`src/rtl/regfile_multiport.sv`:
```
// rtl/regfile_multiport.sv - multiport register file: 2 comb reads, byte-masked write, clear sequencer
// Optional same-cycle write-to-read forwarding: define REGFILE_BYPASS_EN.
module regfile_multiport #(
    parameter int DATA_WIDTH = 32,
    parameter int ADDR_WIDTH = 5,
    parameter int ZERO_REG   = 1
) (
    input  logic                      clk,
    input  logic                      resetN,
    input  logic                      clear,
    input  logic [ADDR_WIDTH-1:0]     readReg1,
    input  logic [ADDR_WIDTH-1:0]     readReg2,
    input  logic [ADDR_WIDTH-1:0]     writeReg,
    input  logic [DATA_WIDTH-1:0]     writeData,
    input  logic [DATA_WIDTH/8-1:0]   writeMask,
    input  logic                      write,
    output logic [DATA_WIDTH-1:0]     readData1,
    output logic [DATA_WIDTH-1:0]     readData2,
    output logic                      ready
);

    localparam int DEPTH  = 2**ADDR_WIDTH;
    localparam int NBYTES = DATA_WIDTH/8;

    typedef enum logic {ST_CLEAR, ST_READY} state_t;

    state_t                  state_q;
    logic [ADDR_WIDTH-1:0]   clear_ptr_q;
    logic                    ready_q;
    logic [DATA_WIDTH-1:0]   mem_q [DEPTH];

    logic wr_zero;
    logic wr_en;

    assign wr_zero = (ZERO_REG != 0) && (writeReg == '0);
    // clear wins over a write sampled on the same edge
    assign wr_en   = (state_q == ST_READY) && !clear && write && !wr_zero;

    always_ff @(posedge clk or negedge resetN) begin
        if (!resetN) begin
            state_q     <= ST_CLEAR;
            clear_ptr_q <= '0;
            ready_q     <= 1'b0;
        end else begin
            case (state_q)
                ST_CLEAR: begin
                    clear_ptr_q <= clear_ptr_q + 1'b1;
                    if (clear_ptr_q == {ADDR_WIDTH{1'b1}}) begin
                        state_q     <= ST_READY;
                        ready_q     <= 1'b1;
                        clear_ptr_q <= '0;
                    end
                end
                ST_READY: begin
                    if (clear) begin
                        state_q     <= ST_CLEAR;
                        clear_ptr_q <= '0;
                        ready_q     <= 1'b0;
                    end
                end
                default: begin
                    state_q     <= ST_CLEAR;
                    clear_ptr_q <= '0;
                    ready_q     <= 1'b0;
                end
            endcase
        end
    end

    // Array has no reset; holding resetN low must not zero entries by itself
    always_ff @(posedge clk) begin
        if (resetN) begin
            if (state_q == ST_CLEAR) begin
                mem_q[clear_ptr_q] <= '0;
            end else if (wr_en) begin
                for (int b = 0; b < NBYTES; b++) begin
                    if (writeMask[b]) begin
                        mem_q[writeReg][8*b +: 8] <= writeData[8*b +: 8];
                    end
                end
            end
        end
    end

`ifdef REGFILE_BYPASS_EN
    function automatic logic [DATA_WIDTH-1:0] merge_bytes(
        input logic [DATA_WIDTH-1:0] old_v,
        input logic [DATA_WIDTH-1:0] new_v,
        input logic [NBYTES-1:0]     mask
    );
        logic [DATA_WIDTH-1:0] r;
        r = old_v;
        for (int b = 0; b < NBYTES; b++) begin
            if (mask[b]) begin
                r[8*b +: 8] = new_v[8*b +: 8];
            end
        end
        return r;
    endfunction
`endif

    always_comb begin
        readData1 = mem_q[readReg1];
`ifdef REGFILE_BYPASS_EN
        if (wr_en && (writeReg == readReg1)) begin
            readData1 = merge_bytes(mem_q[readReg1], writeData, writeMask);
        end
`endif
        if (!ready_q || ((ZERO_REG != 0) && (readReg1 == '0))) begin
            readData1 = '0;
        end
    end

    always_comb begin
        readData2 = mem_q[readReg2];
`ifdef REGFILE_BYPASS_EN
        if (wr_en && (writeReg == readReg2)) begin
            readData2 = merge_bytes(mem_q[readReg2], writeData, writeMask);
        end
`endif
        if (!ready_q || ((ZERO_REG != 0) && (readReg2 == '0))) begin
            readData2 = '0;
        end
    end

    assign ready = ready_q;

endmodule

```
`config.mk`:
```
export PLATFORM = sky130hd
export DESIGN_NAME = regfile_multiport
export DESIGN_NICKNAME = d
export VERILOG_FILES = /design/src/rtl/regfile_multiport.sv
export SDC_FILE = /design/constraint.sdc
export NUM_CORES = 1
export LEC_CHECK = 0
export CORE_UTILIZATION = 40
export DETAILED_ROUTE_END_ITERATION = 6
export PLACE_DENSITY = 0.62
export SLEW_MARGIN = 20
export SYNTH_ARGS = -nofsm -noshare
export SYNTH_HDL_FRONTEND = slang
export SYNTH_SLANG_ARGS = --single-unit
```
`constraint.sdc`:
```
create_clock -name clk -period 3.8 [get_ports clk]
set_input_delay 0.76 -clock clk [delete_from_list [all_inputs] [get_ports clk]]
set_output_delay 0.76 -clock clk [all_outputs]
set_load 0.1 [all_outputs]
```
==> impl_results.md <==
* RSZ-0062 raised after global routing: false
* Clk pwr share at 0.334
* Number of synthesized flops with an enable pin at roughly 1000
* Power Density at approximately 500 mW/mm2
* Bufs on Longest Clock Path at 3
* DRT antenna net count at 0
* Yosys cell types at 47
* Starting density of the core at 0.405
* P&R area growth vs syn at 22.1%
* Wire length on met3 at roughly 16000 um
* DRT iter0 DRCs at just under 4000
* Main synth FF type: edfxtp_1
* Register area share after synthesis at 0.633
* Logic gate share of total power at 0.232
* Crit path DAT at 3.05 ns
* Final GP Congestion at about 0.93
* Clock Latency Late Sink at 0.71 ns
* # IOs at 120
* Die area at 0.124 mm2
* Drt drc at 1
* All-Layer GR Usage at 0.256
* Slew margin rel. at 0.433
* Failing checks: DRC, setup timing
* Final nets at approximately 3400
* Max-slew violations at 0
* Initial antenna violation count at 5
* Max_cap viols at 0
* Clock Tree Root: clkbuf_16
* Final WS setup at -0.00849 ns
* Min Tclk post-route at roughly 3.8 ns
* Via/cell ratio at approximately 6.4
* Rows at around 130
* Fin crit share at 1.00
* Max Clock Skew at about 0.017 ns
* Core area at 0.120 mm2
* Fmax achieved at between 200 and 300 MHz
* Leakage at 21.1 nW
* Gate count of the mapped netlist at between 2000 and 3000
* Net Switching at between 9 and 10 mW
* Clock slew at reported path FFs at 0.06 ns
* Internal at between 20 and 25 mW
* WL met2 at ~75000 um
* Top Metal Used: met4
* Hold Crit Class: primary input to asynchronous set/reset pin
* Ys Warns at 0
* R2R depth at 7
* Design area at just under 0.06 mm2
* Dpl hpwl at roughly 110000 um
* Synth Register Bits at 1031
* Routed length on met1 at 61000 um
* Cell Area, Placed at approximately 0.056 mm2
* Crit Path Max Fanout at 10
* R2R Path Start: state_q
* Total power at between 30 and 40 mW
* Clock Sinks at about 1000
* Async SR Flop Fraction at 0.00679
* Fin. Hold Viols at 0
* DIE WIDTH at 351 um
* First-pass GRT wire length at about 230000 um
* DR pass1 iterations at 7
* Largest net degree at the start of global routing at 45
* Number of global-route vias before repair at between 30000 and 40000
* Worst-Margin Slew at about 0.85 ns
* CTS tree: done
* Critical path type: register to output pin
* Wire per inst at roughly 32 um
* Overflow left after global routing at 0
* Die Y at roughly 350 um
* Vias at 32000
* Syn Area/Cell at around 16 um2
* # setup viols final at 1
* CTS buffer count at around 110
* R2R setup slack at between 0.9 and 1 ns
* Reg2reg end: mem_q[24][13]
* IO Port Bufs at 119
* H-tree depth at 3
* Status: finished, violations left
* Maximum vdd drop at 0.333 mV
* Overall routed net length at approximately 160000 um
* Critical Path RT at 3.04 ns
* Sequential power share at 0.434
* Worst setup EP type: output pin
* Net switching share of the total power at 0.305
* Setup crit start kind: register
* Synthesized cell area at 0.0488 mm2
* Share of cells above drive strength 1 at 0.277
* Syn nets at slightly above 3000
* Cts hold-fix bufs at 0
-- how the worst max path moves through the flow --
| stage | startpoint | end | slack (ns) | cells after the start |
|---|---|---|---|---|
| floorplan | readReg2[1] | readData2[1] | -0.0009 | 7 |
| global placement | resetN | mem_q[0][13] | -0.36 | 7 |
| detailed placement | readReg2[4] | readData2[19] | -0.19 | 9 |
| CTS | ready | readData2[19] | 0.01 | 8 |
| global route | ready | readData2[22] | 0.01 | 8 |
| finish | ready | readData2[19] | -0.008 | 8 |
-- Yosys cell counts, drive strengths merged, types with 5 or more instances --
| cell type | count | area, um2 |
|---|---|---|
| edfxtp | 1024 | 30700 |
| mux2i | 523 | 5240 |
| a22oi | 296 | 2220 |
| mux4 | 252 | 5680 |
| buf | 141 | 713 |
| nand3 | 131 | 656 |
| clkbuf | 127 | 477 |
| nor3 | 98 | 502 |
| nand2 | 68 | 255 |
| nand4 | 68 | 425 |
| a21oi | 42 | 210 |
| and2 | 38 | 238 |
| nor4 | 33 | 221 |
| a22o | 27 | 236 |
| a31oi | 25 | 156 |
| nor2 | 15 | 56.3 |
| nor2b | 15 | 93.8 |
| and3 | 9 | 56.3 |
| dfrtp | 7 | 175 |
| inv | 7 | 26.3 |
| a211oi | 5 | 50.1 |
| and4b | 5 | 50.1 |
-- layout by cell type (no fill, tap or decap), types with 6 or more instances in the layout --
cell type and n:
edfxtp_1 1024, mux2i_1 520, a22oi_1 289, buf_4 255, mux4_2 252, buf_12 176, nand3_1 130, clkbuf_16 106
nor3_1 93, nand2_1 68, nand4_1 68, clkdlybuf4s50_1 46, a21oi_1 40, and2_1 32, nor4_2 30, a22o_1 27
a31oi_1 24, clkinv_1 21, clkinv_2 20, clkbuf_1 17, bufinv_16 9, and3_1 8, nor2b_4 8, clkinvlp_4 8
nor2_4 7, a22oi_2 7, nor2b_1 7, inv_1 7, dfrtp_1 6
-- flip-flops by register name, summed over array words and instances, names as in the netlist --
name,flops
clear_ptr_q,5
mem_q,1024
ready,1
state_q,1
-- power by group through the flow --
stage               combinational, mW  sequential, mW  clock, mW
floorplan                        3.61            13.4          0
detailed placement               6.94            13.5          0
CTS                              7.02            13.2       10.3
global placement                 6.86            13.4          0
finish                           7.08            13.2       10.2
global route                     7.25            13.3       10.7
-- final cells by class --
| class | instances | area (um2) |
|---|---|---|
| clock inverters | 68 | 616 |
| inverters | 7 | 26.3 |
| repair buffers | 490 | 6110 |
| fillers | 9984 | 60800 |
| diodes | 3 | 7.51 |
| multi-input cells | 1687 | 17200 |
| flip-flops and latches | 1031 | 30900 |
| well taps | 1612 | 2020 |
| clock buffers | 125 | 2740 |
-- through the flow --
step                      utilization  setup slack [ns]  TNS [ns]  cells  hold WS [ns]
after global routing            0.495            0.0107         0   5022         0.436
after global placement          0.466            -0.362     -5.94   4822         0.618
after floorplan                     -         -0.000908  -0.00270   2993         0.464
after detailed placement        0.466            -0.189    -0.830   4824         0.643
after CTS                       0.495            0.0102         0   5020         0.397
final                           0.495          -0.00849  -0.00849   5023         0.422
-- worst max-delay path, stage by stage, from the launching register on --
cell and delay [ns]:
dfrtp_4 0.57, nor3b_2 0.20, buf_4 0.18, and2_2 0.23, buf_12 0.17, buf_12 0.15, a21oi_2 0.23, nand4_1 0.32
buf_12 0.28
-- routing by layer --
layer	track usage	vias to the layer above
met4	0.107	0
met5	0	-
met2	0.408	1970
met3	0.0483	370
met1	0.345	16500
li1	-	13100
-- what timing repair did --
item,in CTS,in global routing
buffers inserted,2,0
setup endpoints to repair,58,8
pin swaps,11,0
resized for setup,18,1
gates cloned,1,0
-- logic make-up (layout without fill, tap and decap cells) --
family                     after synthesis  count (layout)  synth area share
DFF                                   1031            1031             0.633
adders and majority gates                2               2          0.000512
xor gates and xnor gates                 2               2          0.000359
AOI/OAI and AO/OA                      416             416            0.0628
buffers and inverters                  275             690            0.0249
and+or+nand+nor                        490             490            0.0544
muxes                                  777             777             0.224
other                                    0               3                 0
No activity file was read; power rests on OpenSTA's default activity.
